--- config.mk ---
export PLATFORM = sky130hd
export DESIGN_NAME = mem_arbiter
export DESIGN_NICKNAME = d
export VERILOG_FILES = /design/src/rtl/mem_pkg.sv /design/src/rtl/rr_arb2.sv /design/src/rtl/mem_arbiter.sv
export SDC_FILE = /design/constraint.sdc
export NUM_CORES = 1
export LEC_CHECK = 0
export ABC_AREA = 0
export CORE_MARGIN = 5
export CORE_UTILIZATION = 40
export CTS_CLUSTER_DIAMETER = 150
export DETAILED_ROUTE_END_ITERATION = 8
export HOLD_SLACK_MARGIN = 0.02
export PLACE_DENSITY = 0.93
export SLEW_MARGIN = 40
export SYNTH_ARGS = -nofsm -noshare
export SYNTH_HDL_FRONTEND = slang
export SYNTH_SLANG_ARGS = --single-unit
--- constraint.sdc ---
create_clock -name clk -period 6.48 [get_ports clk]
set_clock_uncertainty 0.15 [all_clocks]
set_input_delay 0.972 -clock clk [delete_from_list [all_inputs] [get_ports clk]]
set_output_delay 0.972 -clock clk [all_outputs]
set_load 0.01 [all_outputs]
--- src/rtl/mem_pkg.sv ---
// Shared constants for the two-port memory arbiter: FSM encoding, default depth, port indices.
package mem_pkg;

    localparam int unsigned DEPTH_DEFAULT = 1024;

    localparam int unsigned PORT_IF = 0;
    localparam int unsigned PORT_LS = 1;

    localparam logic [1:0] ST_IDLE    = 2'd0;
    localparam logic [1:0] ST_STROBE  = 2'd1;
    localparam logic [1:0] ST_CAPTURE = 2'd2;
    localparam logic [1:0] ST_RESP    = 2'd3;

    function automatic logic [1:0] portMask(input logic port);
        return port ? 2'b10 : 2'b01;
    endfunction

endpackage

--- src/rtl/rr_arb2.sv ---
// Two-way round-robin grant: on contention the port not granted last wins.
module rr_arb2
    import mem_pkg::*;
(
    input  logic [1:0] req,
    input  logic       lastGrant,
    output logic [1:0] grant
);

    always_comb begin
        grant = req;
        if (req[PORT_IF] && req[PORT_LS]) begin
            grant[PORT_IF] = lastGrant;
            grant[PORT_LS] = !lastGrant;
        end
    end

endmodule

--- src/rtl/mem_arbiter.sv ---
// Arbitrates instruction-fetch and load/store ports onto one word memory; one access per 4 cycles.
module mem_arbiter
    import mem_pkg::*;
#(
    parameter int unsigned DEPTH = DEPTH_DEFAULT,
    parameter int unsigned AW    = 32
) (
    input  logic          clk,
    input  logic          rst,
    input  logic [1:0]    reqValid,
    input  logic [1:0]    reqWrite,
    input  logic [AW-1:0] reqAddr0,
    input  logic [AW-1:0] reqAddr1,
    input  logic [31:0]   reqWdata0,
    input  logic [31:0]   reqWdata1,
    output logic [1:0]    reqReady,
    output logic [1:0]    respValid,
    output logic [31:0]   respRdata,
    output logic          respErr,
    output logic [AW-1:0] memAddress,
    output logic [31:0]   memWriteData,
    output logic          memRead,
    output logic          memWrite,
    input  logic [31:0]   memReadData,
    output logic          busy
);

    logic [1:0]    stateQ, stateD;
    logic          portQ, portD;
    logic          writeQ, writeD;
    logic [AW-1:0] addrQ, addrD;
    logic [31:0]   wdataQ, wdataD;
    logic [31:0]   rdataQ, rdataD;
    logic          errQ, errD;
    logic          lastGrantQ, lastGrantD;

    logic [1:0]    grant;
    logic          selPort;
    logic [AW-1:0] selAddr;
    logic          outOfRange;

    rr_arb2 uArb (
        .req       (reqValid),
        .lastGrant (lastGrantQ),
        .grant     (grant)
    );

    assign selPort    = grant[PORT_LS];
    assign selAddr    = selPort ? reqAddr1 : reqAddr0;
    assign outOfRange = selAddr >= AW'(DEPTH);

    // Ready is gated by rst so nothing looks accepted while reset is held.
    assign reqReady = (stateQ == ST_IDLE && !rst) ? grant : 2'b00;

    always_comb begin
        stateD     = stateQ;
        portD      = portQ;
        writeD     = writeQ;
        addrD      = addrQ;
        wdataD     = wdataQ;
        rdataD     = rdataQ;
        errD       = errQ;
        lastGrantD = lastGrantQ;
        case (stateQ)
            ST_IDLE: begin
                if ((reqValid & reqReady) != 2'b00) begin
                    portD      = selPort;
                    writeD     = reqWrite[selPort];
                    addrD      = selAddr;
                    wdataD     = selPort ? reqWdata1 : reqWdata0;
                    rdataD     = 32'd0;
                    errD       = outOfRange;
                    lastGrantD = selPort;
                    stateD     = outOfRange ? ST_RESP : ST_STROBE;
                end
            end
            ST_STROBE:  stateD = ST_CAPTURE;
            ST_CAPTURE: begin
                rdataD = writeQ ? 32'd0 : memReadData;
                stateD = ST_RESP;
            end
            default:    stateD = ST_IDLE;
        endcase
    end

    always_ff @(posedge clk or posedge rst) begin
        if (rst) begin
            stateQ     <= ST_IDLE;
            portQ      <= 1'b0;
            writeQ     <= 1'b0;
            addrQ      <= '0;
            wdataQ     <= 32'd0;
            rdataQ     <= 32'd0;
            errQ       <= 1'b0;
            lastGrantQ <= 1'b1;
        end else begin
            stateQ     <= stateD;
            portQ      <= portD;
            writeQ     <= writeD;
            addrQ      <= addrD;
            wdataQ     <= wdataD;
            rdataQ     <= rdataD;
            errQ       <= errD;
            lastGrantQ <= lastGrantD;
        end
    end

    // Strobes decode straight from state so an async reset drops them at once.
    assign memRead      = (stateQ == ST_STROBE) && !writeQ;
    assign memWrite     = (stateQ == ST_STROBE) && writeQ;
    assign memAddress   = addrQ;
    assign memWriteData = wdataQ;
    assign respValid    = (stateQ == ST_RESP) ? portMask(portQ) : 2'b00;
    assign respRdata    = rdataQ;
    assign respErr      = (stateQ == ST_RESP) && errQ;
    assign busy         = stateQ != ST_IDLE;

endmodule

Yosys cells after proc, flatten, opt, wreduce, memory -nomap -nowiden
Cells that the tools add are included.
- $lt $le $gt $ge: 2
- equal/unequal tests: 4
- multiplexer cells: 14
- bitwise operators: 1
- reductions and logical operators: 14
- operators with widths (cell ; number):
    $mux W32 ; 4
    $pmux W32 S2 ; 1
    $ge A32 B11 Y1 const B ; 1
    $mux W2 ; 6
    $pmux W2 S3 ; 1
    $reduce_bool A2 Y1 ; 3
    $logic_and A1 B1 Y1 ; 5
    $eq A2 B2 Y1 const B ; 2
    $reduce_and A2 Y1 ; 2
    $logic_not A1 Y1 ; 3
    $and A2 B2 Y2 ; 1
    $eq A2 B1 Y1 const B ; 1
    $logic_not A2 Y1 ; 1
    $lt A1 B2 Y1 const B ; 1
    $mux W1 ; 2
    $ne A2 B1 Y1 const B ; 1
- flip-flop bits (word level): 102
- bits of input ports: 166
- output and inout bits: 104
- logic and storage cells: 43

Depth between registers and ports, before layout
- word-level depth: 7
- mapped depth: 8
- mapped depth without buffers: 7

By module
A second synthesis with hierarchy kept.
- cells, all modules: 485
- area, all modules: 4774.6 um^2
- by module, submodules not included (module ; times used ; cells an instance ; area an instance (um^2) ; sequential area each (um^2)):
    mem_arbiter ; 1 ; 482 ; 4755.8 ; 2553.7
    rr_arb2 ; 1 ; 3 ; 18.8 ; 0.0

Worst setup path before layout
No wires, ideal clock.
- kind: input port to output port
- from: input port reqValid[1]
- to: output port reqReady[1]
- data arrival time: 1.522 ns
- data required time: 5.358 ns
- path slack: 3.836 ns
- stages on the path: 3
- path buffers: 1
- cells stage by stage: a21boi_4 buf_6 and2_1
- longest elaborated chain between the ends: 3
- ends and longest elaborated chain (item ; line ; source):
    from (decl) ; mem_arbiter.sv:10 ; input logic [1:0] reqValid,
    $logic_and A1 B1 Y1 ; rr_arb2.sv:12 ; if (req[PORT_IF] && req[PORT_LS]) begin
    $mux W2 * ; rr_arb2.sv:12 ;
    $mux W2 * ; mem_arbiter.sv:53 ; assign reqReady = (stateQ == ST_IDLE && !rst) ? grant : 2'b00;
    to (decl) ; mem_arbiter.sv:16 ; output logic [1:0] reqReady,
Mark *: on every way between the ends. The rest lies on a longest branch, timed or not.

Worst setup path in the final report
- from: input port rst
- to: output port reqReady[0]
- longest elaborated chain between the ends: 3
- ends and longest elaborated chain (item ; line ; source):
    from (decl) ; mem_arbiter.sv:9 ; input logic rst,
    $logic_not A1 Y1 (no source line) ; n/a ;
    $logic_and A1 B1 Y1 ; mem_arbiter.sv:53 ;
    $mux W2 ; mem_arbiter.sv:53 ;
No other way between the ends.

==> flow_summary.json <==
{
  "gr-total-overflow": 0,
  "final_common_cell": "clkdlybuf4s50_1",
  "fin_ws_ns": 2.72,
  "dp_slack_ns": 2.72,
  "synth.yosys.seq_area_share_pct": 54.1,
  "post_cts_buffers": 0,
  "ant_nets": 0,
  "maxCapViolations": 0,
  "ios": 270,
  "relSlewSlack_pct": 47.1,
  "die_y_um": 119,
  "power_per_cell_area_mw_per_mm2": 418,
  "setup_viol": 0,
  "final_cell_mix": "clkdlybuf4s50_1 (269), nand2_1 (131), dfrtp_1 (101)",
  "swShare_pct": 34.8,
  "hp-class": "flop to flop",
  "n_fill_cell": 849,
  "grt_pass1_wl_um": 24600,
  "port_buffers": 269,
  "yosys_register_bits": 102,
  "wl_per_cell_um": 16.9,
  "syn_inst": 479,
  "antenna_cells": 0,
  "share_comb_of_total_power_pct": 47.3,
  "p_leak_uw": 0.00335,
  "worstPathArrival_ns": 2.64,
  "synth_adder_area_share_pct": 1.33,
  "synth_xor_xnor_area_share_pct": 0,
  "start_kind": "primary input",
  "hold_buffers": 0,
  "drt_iter0_drc": 242,
  "die_area_mm2": 0.0141,
  "yosys.area.top_type": "dfrtp_1",
  "start_util_pct": 41.1,
  "vdd.ir_drop.worst_uv": 294,
  "synthMuxAreaShare_pct": 13.8,
  "syn-num-nets": 650,
  "hold_violations": 0,
  "cts_sinks": 102,
  "routed_wl_um": 14900,
  "ctsResizeCount": 0,
  "drc_errors": 0,
  "cts-root-buf": "clkbuf_16",
  "rows": 39,
  "grt_pass1_vias": 4866,
  "synth_top_area_share_pct": 53.6,
  "netlist-cell-type-count": 30,
  "min_period_over_period_pct": 58.1,
  "hpwl_um": 11800,
  "clock.fmax_mhz": 266,
  "rsz0062_at_grt": "no",
  "synth-simple-area-share_pct": 14.1,
  "syn_to_final_growth_pct": 66.0,
  "end_kind": "primary output",
  "status": "finished clean",
  "first_pass_iters": 4,
  "insertion_delay_ns": 0.34,
  "syn_avg_cell_area_um2": 9.85,
  "track_usage_pct": 21.3,
  "timing.reg2reg.setup_slack_ns": 3.91,
  "worstPathMaxFanout": 6,
  "dr_total_vias": 4403,
  "drv_slew": 0,
  "synth_warnings": 0,
  "crit_start": "rst",
  "fin_nets": 905,
  "grt_max_degree": 89,
  "seq_area_mm2": 0.00255,
  "seqPwrFrac_pct": 34.3,
  "tightest_slew_ns": 0.794,
  "multi_input_area_mm2": 0.00198,
  "cts_tree": "built",
  "pwr-share-clk_pct": 18.4,
  "r2r-start": "stateQ[0]$_DFFE_PP0P_",
  "drive_gt1_share_pct": 3.52,
  "fin_util_pct": 68.3,
  "synth_area_leaders": "dfrtp_1 (54%), mux2i_1 (14%), nand2_1 (10%), o21ai_0 (6.2%), o21ai_1 (4.4%)",
  "synth_top_family_by_area": "simple AND/OR/NAND/NOR gates",
  "fin_crit_ns": 3.76,
  "power.internal_uw": 2140,
  "die_w_um": 119,
  "cts_buffers": 9,
  "clk_pin_slew_ns": 0.07,
  "core-area_mm2": 0.0115,
  "clock_path_buffers": 2,
  "hold_start": "errQ$_DFFE_PP0P_",
  "synth-compound-area-share_pct": 12.5,
  "worst_ep_required_time_ns": 5.36,
  "path_class": "primary input to primary output",
  "synthesis.area_mm2": 0.00472,
  "tns_ns": 0,
  "routabilityCongestion": 0.821,
  "drt-vias-per-instance": 4.99,
  "power.switching_uw": 1140,
  "cts-htree-levels": 3,
  "antenna_found_initial": 0
}
==> synthesized netlist by cell type <==
master      n
dfstp_2     1
o21ai_1    41
buf_2      11
inv_1       6
nor4_1      7
o21ai_0    58
nor2b_1     4
clkbuf_2    2
or4_1       3
nand3_1     1
nor2_1      5
and2b_2     1
buf_4       3
buf_6       4
mux2i_1    65
nand2_1   131
a31oi_1     2
dfrtp_1   101
clkbuf_1   11
o21ai_2     1
ha_1        5
nor3_1      2
o21a_1      1
a221oi_1    1
a21boi_4    1
nand4_1     2
and2_1      4
a21oi_4     1
o21bai_1    1
a21oi_1     3
==> power groups by stage <==
stage,logic (uW),clock network [uW],registers [uW]
2_1_floorplan,560,0,1240
3_3_place_gp,1500,0,1110
3_5_place_dp,1560,0,1130
4_1_cts,1570,614,1130
5_1_grt,1700,637,1170
6_report,1550,602,1120
==> cells by family (layout without fill, tap and decap cells) <==
group	count (synthesis)	in the layout
buffers and inverters	37	297
AOI/OAI and AO/OA	110	110
adders and majority gates	5	5
and+or+nand+nor	160	160
muxes	65	65
DFF	102	102
==> worst paths after layout <==
| check | end | cells past startpoint |
|---|---|---|
| max | reqReady[0] | 5 |
| min reg2reg | errQ$_DFFE_PP0P_ | 2 |
| min | errQ$_DFFE_PP0P_ | 2 |
| max in group asynchronous | memAddress[3]$_DFFE_PP0P_ | 3 |
| max reg2reg | memWriteData[11]$_DFFE_PP0P_ | 7 |
| min in group asynchronous | memWriteData[4]$_DFFE_PP0P_ | 2 |
==> registers in the layout (all words and copies together), names as in the netlist <==
signal        flops
memAddress       32
portQ             1
errQ              1
writeQ            1
lastGrantQ        1
memWriteData     32
respRdata        32
stateQ            2
==> routing by layer <==
| metal | up-vias | track usage, % | part of all wire, % |
|---|---|---|---|
| met1 | 2056 | 23.7 | 37 |
| met4 | 0 | 8.08 | 2.8 |
| met3 | 29 | 7.02 | 8.5 |
| li1 | 2138 | - | - |
| met5 | - | 0 | 0 |
| met2 | 180 | 37.7 | 51 |
==> stage by stage <==
step | cell area (um^2) | hold slack [ns] | cells | total power, uW
final | 7830 | 0.329 | 882 | 3270
after global routing | 7830 | 0.356 | 882 | 3510
after CTS | 7830 | 0.334 | 882 | 3310
after detailed placement | 7500 | 0.318 | 866 | 2700
after global placement | 7460 | 0.309 | 864 | 2610
after floorplan | 4720 | 0.298 | 479 | 1800
==> critical path, cell delays in order <==
cell and delay [ns]:
clkdlybuf4s50_1 0.48, and2b_2 0.31, nand2_1 0.06, a21oi_1 0.19
clkdlybuf4s50_1 0.62
==> layout make-up <==
cell class                      instances  area share [%]
Clock buffer                           12            3.02
Clock inverter                          4            1.25
Inverter                                6           0.320
Multi-Input combinational cell        340            25.3
Sequential cell                       102            32.6
Tap cell                              143            2.29
Timing Repair Buffer                  275            35.2
No activity file was read; power rests on OpenSTA's default activity.
